## config.mk

```make
export PLATFORM = sky130hd
export DESIGN_NAME = jtframe_dwnld_flat
export DESIGN_NICKNAME = d
export VERILOG_FILES = /design/src/rtl/jtframe_dwnld_if.sv /design/src/rtl/jtframe_dwnld.sv /design/src/flat_wrapper.sv
export SDC_FILE = /design/constraint.sdc
export NUM_CORES = 1
export LEC_CHECK = 0
export ABC_AREA = 1
export CORE_UTILIZATION = 54
export DETAILED_ROUTE_END_ITERATION = 10
export GPL_TIMING_DRIVEN = 0
export MAX_ROUTING_LAYER = met4
export PLACE_DENSITY_LB_ADDON = 0.2
export SETUP_SLACK_MARGIN = 0.02
export SYNTH_ARGS = -nofsm -noshare
export SYNTH_HDL_FRONTEND = slang
export SYNTH_SLANG_ARGS = --single-unit
```

## constraint.sdc

```tcl
create_clock -name clk -period 6.26 [get_ports clk]
set_input_delay 1.878 -clock clk [delete_from_list [all_inputs] [get_ports clk]]
set_output_delay 1.878 -clock clk [all_outputs]
set_load 0.01 [all_outputs]
```

## src/rtl/jtframe_dwnld_if.sv

```systemverilog
// ioctl download stream in, SDRAM/PROM programming writes out.
// master drives the download stream and acknowledge; slave is the converter.
interface jtframe_dwnld_if;
    logic        downloading;
    logic [21:0] ioctl_addr;
    logic [7:0]  ioctl_data;
    logic        ioctl_wr;
    logic        sdram_ack;
    logic [21:0] prog_addr;
    logic [7:0]  prog_data;
    logic [1:0]  prog_mask;
    logic        prog_we;
    logic        prom_we;
    logic        dwnld_busy;
    logic        dwnld_done;
    logic        overrun;

    modport master (
        output downloading, ioctl_addr, ioctl_data, ioctl_wr, sdram_ack,
        input  prog_addr, prog_data, prog_mask, prog_we, prom_we,
               dwnld_busy, dwnld_done, overrun
    );

    modport slave (
        input  downloading, ioctl_addr, ioctl_data, ioctl_wr, sdram_ack,
        output prog_addr, prog_data, prog_mask, prog_we, prom_we,
               dwnld_busy, dwnld_done, overrun
    );
endinterface

```

## src/rtl/jtframe_dwnld.sv

```systemverilog
// Byte-wide ioctl download to SDRAM word writes / PROM byte pulses,
// with a one-entry skid buffer covering SDRAM acknowledge latency.
module jtframe_dwnld #(
    parameter logic [21:0] PROM_START = 22'h3F_0000,
    parameter logic        SWAB       = 1'b0
) (
    input logic            clk,
    input logic            rst,
    jtframe_dwnld_if.slave bus
);

    typedef enum logic {IDLE, WAIT_ACK} state_t;

    state_t      state;

    logic        buf_full;
    logic        buf_prom;
    logic [21:0] buf_addr;
    logic [7:0]  buf_data;

    logic [21:0] prog_addr;
    logic [7:0]  prog_data;
    logic [1:0]  prog_mask;
    logic        prog_we;
    logic        prom_we;
    logic        dwnld_busy;
    logic        dwnld_done;
    logic        overrun;

    logic        strobe;
    logic        new_prom;
    logic        pop;
    logic        direct;
    logic        push;
    logic        drop;
    logic        issue;
    logic [21:0] iss_addr;
    logic [7:0]  iss_data;
    logic        iss_prom;
    logic [21:0] dec_addr;
    logic [1:0]  dec_mask;
    logic        busy_next;

    // A buffered byte always goes out before the incoming one, so ordering
    // holds; a new strobe can refill the entry on the same edge it drains.
    always_comb begin
        strobe   = bus.downloading & bus.ioctl_wr;
        new_prom = bus.ioctl_addr >= PROM_START;
        pop      = buf_full & ((state == IDLE) | bus.sdram_ack);
        direct   = strobe & (state == IDLE) & ~buf_full;
        push     = strobe & ~direct & (~buf_full | pop);
        drop     = strobe & ~direct & buf_full & ~pop;
        issue    = pop | direct;

        iss_addr = pop ? buf_addr : bus.ioctl_addr;
        iss_data = pop ? buf_data : bus.ioctl_data;
        iss_prom = pop ? buf_prom : new_prom;

        if (iss_prom) begin
            dec_addr = iss_addr - PROM_START;
            dec_mask = 2'b11;
        end else begin
            dec_addr = {1'b0, iss_addr[21:1]};
            dec_mask = (iss_addr[0] ^ SWAB) ? 2'b01 : 2'b10;
        end

        busy_next = bus.downloading | (state != IDLE) | buf_full;
    end

    always_ff @(posedge clk or posedge rst) begin
        if (rst) begin
            state      <= IDLE;
            prog_addr  <= '0;
            prog_data  <= '0;
            prog_mask  <= '1;
            prog_we    <= 1'b0;
            prom_we    <= 1'b0;
            dwnld_busy <= 1'b0;
            dwnld_done <= 1'b0;
            overrun    <= 1'b0;
        end else begin
            prom_we    <= 1'b0;
            dwnld_busy <= busy_next;
            dwnld_done <= dwnld_busy & ~busy_next;
            if (drop) overrun <= 1'b1;

            // issue is only ever true in IDLE or on an acknowledged WAIT_ACK edge
            if (issue) begin
                prog_addr <= dec_addr;
                prog_data <= iss_data;
                prog_mask <= dec_mask;
                prog_we   <= ~iss_prom;
                prom_we   <= iss_prom;
                state     <= iss_prom ? IDLE : WAIT_ACK;
            end else if (state == WAIT_ACK && bus.sdram_ack) begin
                prog_we <= 1'b0;
                state   <= IDLE;
            end
        end
    end

    always_ff @(posedge clk or posedge rst) begin
        if (rst) begin
            buf_full <= 1'b0;
            buf_prom <= 1'b0;
            buf_addr <= '0;
            buf_data <= '0;
        end else if (push) begin
            buf_full <= 1'b1;
            buf_prom <= new_prom;
            buf_addr <= bus.ioctl_addr;
            buf_data <= bus.ioctl_data;
        end else if (pop) begin
            buf_full <= 1'b0;
        end
    end

    assign bus.prog_addr  = prog_addr;
    assign bus.prog_data  = prog_data;
    assign bus.prog_mask  = prog_mask;
    assign bus.prog_we    = prog_we;
    assign bus.prom_we    = prom_we;
    assign bus.dwnld_busy = dwnld_busy;
    assign bus.dwnld_done = dwnld_done;
    assign bus.overrun    = overrun;

endmodule

```

## src/flat_wrapper.sv

```systemverilog
// flat-port wrapper written by rule: the top's interface ports become plain ports
module jtframe_dwnld_flat 
#(
    parameter logic [21:0] PROM_START = 22'h3F_0000,
    parameter logic        SWAB       = 1'b0
)
  (clk, rst, bus_downloading, bus_ioctl_addr, bus_ioctl_data, bus_ioctl_wr, bus_sdram_ack, bus_prog_addr, bus_prog_data, bus_prog_mask, bus_prog_we, bus_prom_we, bus_dwnld_busy, bus_dwnld_done, bus_overrun);
  jtframe_dwnld_if bus_i ();
  input logic clk;
  input logic rst;
  input wire logic [$bits(bus_i.downloading)-1:0] bus_downloading;
  input wire logic [$bits(bus_i.ioctl_addr)-1:0] bus_ioctl_addr;
  input wire logic [$bits(bus_i.ioctl_data)-1:0] bus_ioctl_data;
  input wire logic [$bits(bus_i.ioctl_wr)-1:0] bus_ioctl_wr;
  input wire logic [$bits(bus_i.sdram_ack)-1:0] bus_sdram_ack;
  output wire logic [$bits(bus_i.prog_addr)-1:0] bus_prog_addr;
  output wire logic [$bits(bus_i.prog_data)-1:0] bus_prog_data;
  output wire logic [$bits(bus_i.prog_mask)-1:0] bus_prog_mask;
  output wire logic [$bits(bus_i.prog_we)-1:0] bus_prog_we;
  output wire logic [$bits(bus_i.prom_we)-1:0] bus_prom_we;
  output wire logic [$bits(bus_i.dwnld_busy)-1:0] bus_dwnld_busy;
  output wire logic [$bits(bus_i.dwnld_done)-1:0] bus_dwnld_done;
  output wire logic [$bits(bus_i.overrun)-1:0] bus_overrun;
  assign bus_i.downloading = bus_downloading;
  assign bus_i.ioctl_addr = bus_ioctl_addr;
  assign bus_i.ioctl_data = bus_ioctl_data;
  assign bus_i.ioctl_wr = bus_ioctl_wr;
  assign bus_i.sdram_ack = bus_sdram_ack;
  assign bus_prog_addr = bus_i.prog_addr;
  assign bus_prog_data = bus_i.prog_data;
  assign bus_prog_mask = bus_i.prog_mask;
  assign bus_prog_we = bus_i.prog_we;
  assign bus_prom_we = bus_i.prom_we;
  assign bus_dwnld_busy = bus_i.dwnld_busy;
  assign bus_dwnld_done = bus_i.dwnld_done;
  assign bus_overrun = bus_i.overrun;
  jtframe_dwnld #(.PROM_START(PROM_START), .SWAB(SWAB)) u_core (.clk(clk), .rst(rst), .bus(bus_i));
endmodule
```

==> results.toml, run 1 <==
[worst_setup_path]
start_kind = "flip-flop"
end_kind = "output pin"
cp.required_ns = 4.38
slowest_stage = "dfstp_2"
crit_family = "flip-flops"
worstPathCellList = "clkdlybuf4s50_1"
cp.buffers_inverters = 1
crit_path_max_fanout = 2
arrival_ns = 1.42
crit_type = "reg -> out"
worst_path_largest_cell_delay_ns = 0.55

[job]
drv_cap = 0

[floorplan]
io_pins = 72
start_util_pct = 57.1
die_h_um = 79.0
coreArea_um2 = 5610
dieWidth_um = 79.0
rows = 27
die-area_um2 = 6240

[pwr]
leakage_nw = 2.06
peakVddDrop_v = 0.000251
power_density_nw_per_um2 = 445

[cells_and_area]
final_area_um2 = 4250
regArea_um2 = 1730
fin_nets = 503
num_antenna_cells = 0
area_growth_pct = 32.8
nFillCells = 417
post-route-util_pct = 75.9
multi_input_area_um2 = 1210
drive_gt1_share_pct = 11.0

[clock_tree]
cts_tree = "built"
ctsHoldBuffers = 0
root_buffer = "clkbuf_8"
cts_setup_buffers = 0
numCtsBuffers = 9
htreeDepth = 3
clock-sinks = 69
path_clk_slew_ns = 0.07
post_cts_resized = 0
cts_max_path_buffers = 2
insertion_delay_ns = 0.34

[logic_synthesis]
yosysUniqueCellTypes = 27
yosys.area.top_type = "dfrtp_1"
yosysMostFrequentCell = "nand2_1"
synth.area.top_cells = "dfrtp_1 (52%), nand2_1 (16%), o21ai_0 (8.4%), nand3_1 (4.5%), inv_1 (4.1%)"
synth_warnings = 0
async_flop_share_pct = 100
synth_top_area_share_pct = 52.3
synth_edf_count = 0
syn_area_per_cell_um2 = 8.30
synth_ff_type = "dfrtp_1"
netlist_top_cells_count = "nand2_1 (140), dfrtp_1 (67), o21ai_0 (54)"
yosysSeqAreaShare_pct = 54.0
synth-seq-cells = 69
synthCells = 386
syn_area_um2 = 3200
synth_fp_nets = 421

[global_route]
grt_pass1_wl_um = 12900
antenna_found_initial = 0
grt_pass1_vias = 2708
grt_max_degree = 70
track_usage_pct = 28.1
overflow = 0

[drt]
dr.pass1.iters = 6
remaining_drc_errors = 0
wl_per_cell_um = 14.3
via_per_inst = 5.31
ant_nets = 0
wirelength_um = 7820
vias = 2896
drtIter0Drc = 285

[placed_design]
gp_congestion = 0.867
hpwl_um = 5320
io_buffers = 71
place_area_um2 = 4010

[timing]
tightest_slew_ns = 0.844
setup_viol = 0
tns_ns = 0
fin_crit_sh_pct = 52.6
finClkSkew_ns = 0.00868
relSlewSlack_pct = 43.7
fmax_ghz = 0.304
grt_setup_unrepaired = "false"
hold_viol_final = 0
drv_slew = 0
period_needed_ns = 3.29

[min_path]
min_path_type = "reg -> reg"

[outcome]
status = "completed"
[cells in the final DEF, fill, tap and decap left out, drive strengths merged, types with 3 or more instances in the layout]
master | synthesis | routed
clkdlybuf4s50 | 0 | 71
o211ai | 3 | 3
nor2 | 8 | 8
inv | 38 | 38
nand2 | 144 | 144
o21ai | 56 | 56
clkbuf | 3 | 13
mux2 | 6 | 6
bufinv | 0 | 3
a21oi | 8 | 8
buf | 15 | 15
dfrtp | 67 | 67
nand3 | 31 | 31
[sequential cells by signal, summed over array words and instances, names as in the netlist]
name	count
u_core.bus.prog_addr	22
u_core.bus.dwnld_done	1
u_core.bus.dwnld_busy	1
u_core.bus.prog_data	8
u_core.bus.prog_mask	2
u_core.buf_full	1
u_core.buf_data	8
u_core.buf_prom	1
u_core.bus.overrun	1
u_core.bus.prog_we	1
u_core.bus.prom_we	1
u_core.buf_addr	22
[per-layer routing]
metal	global-route usage, %	share of wire, %	up-vias	routed length [um]
li1	-	-	1400	-
met1	38.9	44	1352	3410
met2	42.4	48	130	3780
met3	5.06	6.5	14	510
met4	8.91	1.6	0	123
met5	-	0	-	0
[through the flow]
step	worst slack, ns	hold WS (ns)	power (mW)	instances
3_3_place_gp	1.48	0.462	1.41	529
6_report	2.97	0.480	1.89	545
5_1_grt	2.89	0.499	2.00	545
4_1_cts	2.96	0.486	1.89	545
2_1_floorplan	2.65	0.448	1.11	386
3_5_place_dp	2.70	0.461	1.44	529
[path summary, 6_finish.rpt]
path / end / startpoint / slack, ns / cells after the start
max: bus_prog_mask[0] / u_core.bus.prog_mask[0] / 2.97 / 1
min: u_core.bus.prog_data[3] / u_core.bus.prog_data[3] / 0.48 / 2
max reg2reg: u_core.bus.prog_addr[20] / u_core.bus.prog_we / 4.52 / 8
min reg2reg: u_core.bus.prog_data[3] / u_core.bus.prog_data[3] / 0.48 / 2
max in group asynchronous: u_core.buf_addr[12] / rst / 3.64 / 2
min in group asynchronous: u_core.bus.prog_addr[14] / rst / 2.04 / 2
[final cells by class]
class                           count  area share [%]
Buffer                             18            2.68
Clock buffer                       10            3.24
Clock inverter                      6            2.59
Inverter                           38            3.47
Multi-Input combinational cell    261            28.6
Sequential cell                    69            40.6
Tap cell                           72            2.12
Timing Repair Buffer               71            16.7
[cells by family (layout without fill, tap and decap cells)]
kind of cell	after synthesis	after routing	synth area share, %
simple gates	185	185	23.9
compound gates	70	70	11.9
flops	69	69	54.0
buf+inv	56	143	8.09
mux	6	6	2.11
[power by group]
part | switching [mW] | internal [mW]
clock | 0.174 | 0.275
combinational | 0.332 | 0.342
sequential | 0.114 | 0.655
total | 0.619 | 1.27
[worst reg2reg max path: stages (launching register included)]
cell and delay (ns):
dfrtp_1 0.46, inv_1 0.12, nand3_2 0.18, nand2_1 0.26, inv_2 0.09, buf_4 0.18, nand2_1 0.07, a21boi_0 0.18
nand2_1 0.07
(Power assumes the default switching activity.)
==> inputs of run 2 (changes only) <==
--- a/config.mk
+++ b/config.mk
@@ -6,7 +6,7 @@
 export NUM_CORES = 1
 export LEC_CHECK = 0
 export ABC_AREA = 1
-export CORE_UTILIZATION = 54
+export CORE_UTILIZATION = 45
 export DETAILED_ROUTE_END_ITERATION = 10
 export GPL_TIMING_DRIVEN = 0
 export MAX_ROUTING_LAYER = met4
==> constraint.sdc (replaced) <==
create_clock -name clk -period 2.75 [get_ports clk]
set_input_delay 0.825 -clock clk [delete_from_list [all_inputs] [get_ports clk]]
set_output_delay 0.825 -clock clk [all_outputs]
set_load 0.01 [all_outputs]
==> results.toml, run 2 (synthesis results as in run 1) <==
[global_route]
grtUsageMet1_pct = 32.5
busiest_layer = "met2"
grt_util_met2_pct = 34.4
track_usage_pct = 23.1
antenna_found_initial = 0
grtUsageMet3_pct = 4.67
grt_max_degree = 70
grt_pass1_vias = 2673
overflow = 0
grt_pass1_wl_um = 12900

[worst_setup_path]
worst_path_largest_cell_delay_ns = 0.54
crit_path_max_fanout = 2
cp.required_ns = 1.93
reg2reg_depth = 8
arrival_ns = 1.42
end_kind = "output pin"
startpoint = "u_core.bus.prog_mask[1]"
slowest_stage = "dfstp_2"
cp.buffers_inverters = 1
start_kind = "flip-flop"
crit_family = "flip-flops"
rrSetupSlack_ns = 1.08
r2r-end = "u_core.bus.prog_addr[8]"
worstPathCellList = "clkdlybuf4s50_1"
r2r_start = "u_core.bus.prog_we"
crit_type = "reg -> out"

[drt]
ant_nets = 0
vias = 2823
remaining_drc_errors = 0
wl_per_cell_um = 13.4
via_per_inst = 4.96
dr.pass1.iters = 4
drtIter0Drc = 219
wirelength_um = 7620

[pwr]
clkPwrFrac_pct = 22.3
total_power_mw = 4.20
seqPwrFrac_pct = 41.6
peakVddDrop_v = 0.000462
netSwitchingPower_mw = 1.37
comb_power_share_pct = 36.1
power_density_nw_per_um2 = 986
p_int_mw = 2.83
leakage_nw = 2.06
swShare_pct = 32.6

[timing]
period_needed_ns = 2.24
worst_hold_slack_ns = 0.479
setup_viol = 0
hold_viol_final = 0
fin_crit_sh_pct = 81.6
fmax_ghz = 0.446
tns_ns = 0
finClkSkew_ns = 0.0121
tightest_slew_ns = 0.841
relSlewSlack_pct = 43.9
grt_setup_unrepaired = "false"
drv_slew = 0

[min_path]
min_from = "u_core.bus.overrun"
hold_depth = 1
min_path_type = "reg -> reg"
holdPathEnd = "u_core.bus.overrun"

[placed_design]
io_buffers = 71
gp_congestion = 0.873
hpwl_um = 5330
dp.cells = 553

[cells_and_area]
area_growth_pct = 33.0
drive_gt1_share_pct = 10.8
num_antenna_cells = 0
final_common_cell = "nand2_1"
final_cells = 569
post-route-util_pct = 62.4
largestRegisters = "u_core.buf_addr: 22 flops, u_core.bus.prog_addr: 22 flops"
layout_common_cells = "nand2_1 (140), clkdlybuf4s50_1 (71), dfrtp_1 (67)"
fin_nets = 503

[job]
drv_cap = 0

[clock_tree]
insertion_delay_ns = 0.34
cts_max_path_buffers = 2
cts_tree = "built"
path_clk_slew_ns = 0.08
root_buffer = "clkbuf_8"
clock-sinks = 69
htreeDepth = 3
cts_setup_buffers = 0
post_cts_resized = 0
ctsHoldBuffers = 0
numCtsBuffers = 9

[floorplan]
io_pins = 72
dieWidth_um = 86.4
rows = 30
start_util_pct = 46.9
coreArea_um2 = 6830
die-area_um2 = 7460
die_h_um = 86.4

[outcome]
status = "completed"
run 2: changes by cell type in the layout (fill, tap and decap cells not counted):
cell	previous run	this run
bufinv_16	3	2
clkbuf_1	3	4
clkbuf_8	10	11
clkinv_2	1	2
clkinvlp_4	2	0
run 2: routing by layer:
| layer | routed length, um | vias to the layer above |
|---|---|---|
| li1 | - | 1396 |
| met1 | 3710 | 1343 |
| met2 | 3490 | 74 |
| met3 | 352 | 10 |
| met4 | 76 | 0 |
| met5 | 0 | - |
run 2: worst max path at each step:
stage / endpoint / slack, ns / depth (start not counted)
after floorplan: u_core.buf_addr[0] / 0.19 / 1
after global placement: u_core.bus.dwnld_busy / -1.05 / 2
after detailed placement: u_core.bus.prog_addr[8] / 0.22 / 9
after CTS: bus_prog_mask[1] / 0.50 / 1
after global routing: u_core.bus.prog_addr[8] / 0.44 / 8
final: bus_prog_mask[1] / 0.51 / 1
run 2: metrics by stage:
step | cell area [um^2] | setup slack, ns
after floorplan | 3200 | 0.188
after global placement | 4030 | -1.05
after detailed placement | 4040 | 0.225
after CTS | 4260 | 0.496
after global routing | 4260 | 0.442
final | 4260 | 0.506
run 2: power by group through the flow:
stage	Clock [mW]	Sequential [mW]	Combinational, mW
after floorplan	0	1.84	0.679
after global placement	0	1.75	1.48
after detailed placement	0	1.76	1.52
after CTS	0.949	1.75	1.53
after global routing	0.994	1.80	1.69
final	0.937	1.75	1.52
run 2: layout make-up:
| type | count | area (um^2) |
|---|---|---|
| sequential | 69 | 1730 |
| inverter | 38 | 148 |
| clock buffer | 12 | 155 |
| fill | 648 | 2570 |
| multi-input combinational | 261 | 1210 |
| timing repair buffer | 71 | 711 |
| clock inverter | 4 | 70.1 |
| buffer | 18 | 114 |
| tap | 96 | 120 |
==> inputs of run 3 (changes only) <==
==> constraint.sdc (replaced) <==
create_clock -name clk -period 1.9 [get_ports clk]
set_input_delay 0.57 -clock clk [delete_from_list [all_inputs] [get_ports clk]]
set_output_delay 0.57 -clock clk [all_outputs]
set_load 0.01 [all_outputs]
==> results.toml, run 3 (synthesis results as in run 1) <==
[global_route]
antenna_found_initial = 0
grt_pass1_wl_um = 13000
grt_pass1_vias = 2715
grt_max_degree = 29
overflow = 0
track_usage_pct = 23.5

[timing]
tightest_slew_ns = 0.480
hold_viol_final = 0
period_needed_ns = 1.88
tns_ns = 0
fmax_ghz = 0.533
worst_hold_slack_ns = 0.479
drv_slew = 0
finClkSkew_ns = 0.00740
grt_setup_unrepaired = "true"
relSlewSlack_pct = 68.0
setup_viol = 0
fin_crit_sh_pct = 98.8
fin_ws_ns = 0.0236

[pwr]
comb_power_share_pct = 37.6
power_density_nw_per_um2 = 1380
peakVddDrop_v = 0.000672
seqPwrFrac_pct = 41.7
p_int_mw = 4.04
swShare_pct = 33.3
leakage_nw = 2.13
total_power_mw = 6.06
netSwitchingPower_mw = 2.02
clkPwrFrac_pct = 20.8

[worst_setup_path]
r2r_start = "u_core.bus.prog_we"
worstPathCellList = "clkdlybuf4s50_1 > nand3_2 > nand2_2 > inv_2 > buf_4 > nand2_1 > a21boi_0 > nand2_1"
rrSetupSlack_ns = 0.14
crit_family = "buffers and inverters"
worst_path_largest_cell_delay_ns = 0.52
crit_type = "in -> reg"
r2r-end = "u_core.bus.prog_addr[20]"
end_kind = "flip-flop"
start_kind = "primary input"
worst_path_most_repeated_cell = "nand2_1"
arrival_ns = 2.10
reg2reg_depth = 9
cp.buffers_inverters = 3
slowest_stage = "clkdlybuf4s50_1"
crit_path_max_fanout = 10
cp.required_ns = 2.13

[min_path]
min_from = "u_core.bus.prog_data[4]"
hold_depth = 2
min_path_type = "reg -> reg"
holdPathEnd = "u_core.bus.prog_data[4]"

[drt]
ant_nets = 0
dr.pass1.iters = 5
via_per_inst = 4.99
wl_per_cell_um = 13.6
drtIter0Drc = 202
remaining_drc_errors = 0
vias = 2877
wirelength_um = 7860

[cells_and_area]
layout_common_cells = "nand2_1 (135), clkdlybuf4s50_1 (68), dfrtp_1 (66)"
area_growth_pct = 36.9
nFillCells = 592
final_area_um2 = 4380
final_common_cell = "nand2_1"
post-route-util_pct = 64.2
final_cells = 576
regArea_um2 = 1730
drive_gt1_share_pct = 14.6
multi_input_area_um2 = 1260
num_antenna_cells = 0
fin_nets = 510
largestRegisters = "u_core.buf_addr: 22 flops, u_core.bus.prog_addr: 22 flops"

[floorplan]
die_h_um = 86.4
coreArea_um2 = 6830
io_pins = 72
start_util_pct = 46.9
dieWidth_um = 86.4
die-area_um2 = 7460
rows = 30

[clock_tree]
cts_max_path_buffers = 2
clock-sinks = 69
root_buffer = "clkbuf_8"
numCtsBuffers = 9
insertion_delay_ns = 0.34
cts_tree = "built"
ctsHoldBuffers = 0
path_clk_slew_ns = 0.07
htreeDepth = 3

[placed_design]
dp.cells = 555
pre_cts_ws_ns = -0.348
hpwl_um = 5510
place_area_um2 = 4080
io_buffers = 71
gp_congestion = 0.877

[job]
drv_cap = 0

[outcome]
status = "completed"
[run 3: cell types whose count changed in the layout (fill, tap and decap cells not counted), moves of 2 or more]
cell / delta
nand2_1: -5
buf_2: -3
clkdlybuf4s50_1: -3
nand2_2: +4
inv_4: -2
buf_4: +7
clkbuf_1: -3
buf_12: +2
clkbuf_2: +2
dlygate4sd2_1: +2
[run 3: worst max path at each step]
stage	start	end	cells past startpoint
after floorplan	bus_sdram_ack	u_core.bus.prog_addr[21]	11
after global placement	bus_downloading	u_core.bus.prog_addr[21]	8
after detailed placement	bus_ioctl_addr[21]	u_core.bus.prog_addr[7]	9
after CTS	bus_downloading	u_core.bus.prog_addr[21]	8
after global routing	bus_downloading	u_core.bus.prog_addr[20]	8
final	bus_downloading	u_core.bus.prog_addr[20]	8
[run 3: metal layers]
layer	global-route usage, %	part of all wire (%)
met5	-	0
met4	10.3	2.3
met3	3.71	4.3
met2	35.7	46
met1	31.3	48
[run 3: repair_timing]
item | CTS | global route
pin swaps | 0 | 0
endpoints found under the setup margin | 8 | 37
buffers inserted | 1 | 4
resized for setup | 6 | 22
[run 3: power groups by stage]
stage,combinational (mW),sequential [mW],clock (mW)
after CTS,2.22,2.52,1.27
after global routing,2.52,2.60,1.33
final,2.27,2.53,1.26
after floorplan,0.983,2.66,0
after detailed placement,2.20,2.55,0
after global placement,2.14,2.53,0
[run 3: worst reg2reg max path, stage by stage (launching register included)]
cell,delay [ns]
dfrtp_2,0.41
buf_4,0.17
inv_1,0.09
nand3_2,0.18
nand2_2,0.20
inv_2,0.08
buf_4,0.18
nand2_1,0.07
a21boi_0,0.21
nand2_1,0.08
[run 3: cell type report]
type,count,area share (%)
timing repair buffer,78,18.0
buffer,18,2.91
sequential,69,39.5
inverter,38,3.45
clock inverter,4,1.03
multi-input combinational,261,28.7
tap,96,2.74
clock buffer,12,3.77
